<file path="config.mk">
export PLATFORM = sky130hd
export DESIGN_NAME = dispatch_queue
export DESIGN_NICKNAME = d
export VERILOG_FILES = /design/src/rtl/dispatch_queue.sv
export SDC_FILE = /design/constraint.sdc
export NUM_CORES = 2
export LEC_CHECK = 0
export ABC_AREA = 1
export BUFFER_PORTS_ARGS = -buffer_cell sky130_fd_sc_hd__buf_2
export CAP_MARGIN = 20
export CORE_UTILIZATION = 30
export DETAILED_ROUTE_END_ITERATION = 8
export SLEW_MARGIN = 40
export SYNTH_ARGS = -nofsm -noshare
export SYNTH_HDL_FRONTEND = slang
export SYNTH_SLANG_ARGS = --single-unit
</file>
<file path="constraint.sdc">
create_clock -name clock -period 10.85 [get_ports clock]
set_input_delay 1.6275 -clock clock [delete_from_list [all_inputs] [get_ports clock]]
set_output_delay 1.6275 -clock clock [all_outputs]
set_load 0.005 [all_outputs]
</file>
<file path="src/rtl/dispatch_queue.sv">
// dispatch_queue: circular fetch-to-dispatch instruction buffer; define DQ_STALL_CNT_EN to enable the stall_cnt counter
module dispatch_queue #(
  parameter int N_WAY    = 2,
  parameter int DQ_DEPTH = 8,
  parameter int XLEN     = 32
) (
  input  logic                                clock,
  input  logic                                reset,
  input  logic [N_WAY-1:0]                    fetch_valid,
  input  logic [N_WAY-1:0][XLEN-1:0]          fetch_inst,
  input  logic [N_WAY-1:0][XLEN-1:0]          fetch_pc,
  input  logic [N_WAY-1:0][XLEN-1:0]          fetch_npc,
  output logic                                fetch_ready,
  output logic [N_WAY-1:0][3*XLEN+15:0]       dispatch_packet,
  output logic [N_WAY-1:0]                    branch_inst,
  input  logic [N_WAY-1:0]                    dispatched,
  input  logic                                take_branch,
  output logic [$clog2(DQ_DEPTH):0]           dq_count,
  output logic [31:0]                         stall_cnt
);
  localparam int AW = $clog2(DQ_DEPTH);
  localparam int CW = AW + 1;
  logic [XLEN-1:0] inst_q [DQ_DEPTH];
  logic [XLEN-1:0] pc_q   [DQ_DEPTH];
  logic [XLEN-1:0] npc_q  [DQ_DEPTH];
  logic [AW-1:0] head_q, head_d, tail_q, tail_d;
  logic [CW-1:0] count_q, count_d, enq, deq;
  logic run, enq_ok;
  assign dq_count    = count_q;
  assign fetch_ready = (CW'(DQ_DEPTH) - count_q) >= CW'(N_WAY);
  assign enq_ok      = fetch_ready && !take_branch;
  always_comb begin
    enq = '0;
    deq = '0;
    run = 1'b1;
    for (int i = 0; i < N_WAY; i++) begin
      enq = enq + CW'(fetch_valid[i]);
      run = run & dispatched[i] & (CW'(i) < count_q);
      deq = deq + CW'(run);
    end
    enq     = enq_ok ? enq : '0;
    head_d  = take_branch ? '0 : head_q + AW'(deq);
    tail_d  = take_branch ? '0 : tail_q + AW'(enq);
    count_d = take_branch ? '0 : count_q + enq - deq;
  end
  always_ff @(posedge clock) begin
    if (reset) begin
      head_q  <= '0;
      tail_q  <= '0;
      count_q <= '0;
    end else begin
      head_q  <= head_d;
      tail_q  <= tail_d;
      count_q <= count_d;
    end
  end
  // Payload needs no reset: lanes beyond dq_count are masked to zero.
  always_ff @(posedge clock) begin
    for (int i = 0; i < N_WAY; i++) begin
      if (enq_ok && fetch_valid[i]) begin
        inst_q[tail_q + AW'(i)] <= fetch_inst[i];
        pc_q[tail_q + AW'(i)]   <= fetch_pc[i];
        npc_q[tail_q + AW'(i)]  <= fetch_npc[i];
      end
    end
  end
  // Packet layout, MSB first: valid, inst, pc, npc, src1, src2, dest.
  for (genvar g = 0; g < N_WAY; g++) begin : g_lane
    logic [AW-1:0]   idx;
    logic            v;
    logic [XLEN-1:0] ins;
    logic [6:0]      op;
    logic [4:0]      src1, dest;
    assign idx  = head_q + AW'(g);
    assign v    = CW'(g) < count_q;
    assign ins  = v ? inst_q[idx] : '0;
    assign op   = ins[6:0];
    assign src1 = (op == 7'b0110111 || op == 7'b0010111 || op == 7'b1101111) ? 5'd0 : ins[19:15];
    assign dest = (op == 7'b1100011 || op == 7'b0100011) ? 5'd0 : ins[11:7];
    assign branch_inst[g]     = v && op == 7'b1100011;
    assign dispatch_packet[g] = v ? {1'b1, ins, pc_q[idx], npc_q[idx], src1, ins[24:20], dest} : '0;
  end
`ifdef DQ_STALL_CNT_EN
  logic [31:0] stall_q, stall_d;
  assign stall_d   = (count_q != '0 && !dispatched[0] && !take_branch && stall_q != '1) ? stall_q + 32'd1 : stall_q;
  assign stall_cnt = stall_q;
  always_ff @(posedge clock) begin
    if (reset) stall_q <= '0;
    else stall_q <= stall_d;
  end
`else
  assign stall_cnt = '0;
`endif
endmodule
</file>
==> impl_metrics.csv <==
group,metric,value,unit
outcome,outcome,"complete, no violations",
sta,max_freq,154,MHz
die,die_height,416,µm
clock_tree,cts_num_sinks,778,
placed_design,portBuffers,429,
synthesis,synth_top_area_share,44.9,%
layout,drive_gt1_share,11.0,%
synthesis,syn_area,51300,µm²
pwr,p_seq_share,27.8,%
setup_path,worst-path-max-fanout,50,
layout,post-route-util,33.7,%
global_routing,grt_use_total,24.4,%
clock_tree,cts_tree,"yes",
clock_tree,cts_resized,0,
pwr,pwr-share-comb,47.2,%
layout,final_cell_mix,"1,854 x nand2_1, 778 x nand4_1, 768 x edfxtp_1",
setup_path,critical_path.most_common_cell,"nand2_1",
routing,wl_per_cell,25.0,µm
synthesis,syn_area_per_cell,7.60,µm²
sta,tightest_slew,0.902,ns
global_routing,grt-ovfl-total,0,
pwr,cellPowerDensity,237,nW/µm²
placed_design,routabilityCongestion,0.871,
pwr,ir_worst_vdd,0.253,mV
layout,syn_to_final_growth,11.3,%
sta,period_needed,6.50,ns
synthesis,syn_inst,6751,
setup_path,slowest_delay,0.71,ns
clock_tree,cts-hold-fix-buffers,0,
clock_tree,htreeDepth,3,
global_routing,grt_pass1_wl,316000,µm
routing,drtAntennaViolNets,0,
sta,final.setup_skew,0.0392,ns
die,initial_utilization,30.3,%
sta,final_max_slew_viol_count,0,
sta,relSlewSlack,39.6,%
pwr,p_sw,0.00617,W
setup_path,crit_arrival,4.88,ns
routing,first_pass_iters,6,
synthesis,synth-edff-count,768,
synthesis,synth.yosys.warnings,0,
clock_tree,insertion_delay,0.74,ns
die,ios,462,
clock_tree,clk_pin_slew,0.06,ns
synthesis,synth.area.top_cells,"edfxtp_1 45%, nand2_1 14%, nand4_1 9.5%",
setup_path,startpoint_type,"register",
placed_design,hpwlAfterDp,120000,µm
clock_tree,cts_buffer_depth,3,
worst_hold_path,hp-class,"reg -> reg",
pwr,power_frac_clock,25.0,%
setup_path,crit_required,9.22,ns
setup_path,cp_slowest_cell,"buf_4",
die,core_region_area,170000,µm²
clock_tree,root_buffer,"clkbuf_16",
synthesis,synth-seq-cells,778,
routing,vias,51379,
pwr,p_sw_share,45.5,%
die,dieArea,173000,µm²
sta,tns,0,ns
global_routing,antenna_found_initial,48,
setup_path,end_kind,"output pin",
global_routing,first_global_vias,47751,
routing,routed_via_density,5.81,
synthesis,synth_seq_area_share,45.3,%
pwr,p_int,0.00739,W
clock_tree,cts_made_buffers,95,
routing,drc,0,
sta,finalCritPeriodShare,59.9,%
setup_path,worstSetupPathType,"reg -> out",
synthesis,synth-async-reset-ratio,0,%
sta,hold_violations,0,
pwr,p_leak,23.2,nW
die,rows,151,
layout,fillers,17479,
setup_path,cp_cell_sequence,"ha_4 -> xnor2_4 -> buf_6 -> buf_4 -> nand2_1 -> nand2_1 -> nand3_1 -> nor2_1 -> nand2_1 -> nor2_2 -> nor2_1 -> buf_2",
global_routing,grt_max_degree,210,
setup_path,cp_num_buf_inv,3,
sta,setup_viol,0,
routing,wl,221000,µm
clock_tree,cts_setup_buffers,0,
setup_path,crit_family,"buffers and inverters",
synthesis,synth_area_leader_cell,"edfxtp_1",
synthesis,synth_cell_types,38,
routing,drt_iter0_markers,6466,
flow_run,drv_cap,0,
synthesis,synthFlopType,"edfxtp_1",
layout,layout_commonest_cell,"nand2_1",
die,die_w,416,µm
layout,layout.nets,6742,
sta,rsz0062_at_grt,"no",
kinds of logic (layout without fill, tap and decap cells):
group	count (synthesis)	in the layout	synth area share, %
xor gates and xnor gates	3	3	0.0658
other	1	55	0.00731
and+or+nand+nor	3147	3147	27.5
AOI/OAI and AO/OA	1549	1549	16.0
DFF	778	778	45.3
adders and majority gates	17	17	0.473
buffers and inverters	1256	1076	10.6
power by group through the flow:
stage                     combinational, W  clock, W  sequential, W
after global placement             0.00615         0        0.00382
after detailed placement           0.00630         0        0.00383
final                              0.00640   0.00339        0.00377
after floorplan                    0.00371         0        0.00382
after CTS                          0.00631   0.00343        0.00376
after global routing               0.00686   0.00351        0.00379
area by class of cell:
cell class | instances | area, µm² | area share (%)
diodes | 23 | 57.6 | 0.101
clock buffers | 112 | 2440 | 4.27
clock inverters | 61 | 782 | 1.37
inverters | 369 | 1410 | 2.47
multi-input cells | 4748 | 23000 | 40.3
flip-flops and latches | 778 | 23300 | 40.7
well taps | 2218 | 2780 | 4.86
repair buffers | 534 | 3390 | 5.94
cells in the mapped netlist (5+ instances only):
cell      count
nor3_1        5
inv_2         5
a21oi_1     459
clkbuf_2    119
nand3_1     160
buf_2       267
and2_1        5
dfxtp_1      10
buf_1        71
clkbuf_1    369
nor2_2        7
edfxtp_1    768
inv_1       363
nand4_2       8
nand4_1     778
nor2_1      308
o211ai_1    105
nand2_1    1864
a31oi_1     163
ha_1         13
o21ai_1      87
buf_4        61
o21ai_0     729
routing by layer:
layer,part of all wire [%],up-vias,GRT usage [%],wire length (µm)
met1,38,24433,30.3,84900
li1,-,23065,-,-
met5,0.093,-,0,206
met2,46,3190,38.6,101000
met3,9.4,659,4.16,20800
met4,6.6,32,16.7,14600
sequential cells by signal, indices dropped and copies added, names as in the netlist:
signal / cells
pc_q: 256
head_q: 3
npc_q: 256
inst_q: 256
tail_q: 3
dq_count: 4
worst min-delay path, stage by stage (launching register included):
cell     delay [ns]
dfxtp_1        0.37
ha_1           0.15
inv_1          0.03
nor2_1         0.08
stage by stage:
stage | total power (W) | hold WS (ns) | area [µm²] | std cells | worst slack (ns)
2_1_floorplan | 0.00752 | 0.592 | 51400 | 6782 | 6.04
3_3_place_gp | 0.00997 | 0.641 | 53300 | 8635 | 4.47
3_5_place_dp | 0.0101 | 0.663 | 53700 | 8642 | 5.03
4_1_cts | 0.0135 | 0.674 | 56900 | 8815 | 4.24
5_1_grt | 0.0142 | 0.712 | 57100 | 8836 | 4.12
6_report | 0.0136 | 0.666 | 57100 | 8843 | 4.35
final timing paths:
| kind | to | startpoint | slack, ns | depth (start not counted) |
|---|---|---|---|---|
| worst max-delay path | dispatch_packet[126] | head_q[1] | 4.35 | 12 |
| worst min-delay path | dq_count[0] | dq_count[0] | 0.67 | 3 |
| worst max register to register | pc_q[6][0] | dq_count[1] | 6.06 | 13 |
| worst min register to register | dq_count[0] | dq_count[0] | 0.67 | 3 |
No activity file was read; power rests on OpenSTA's default activity.
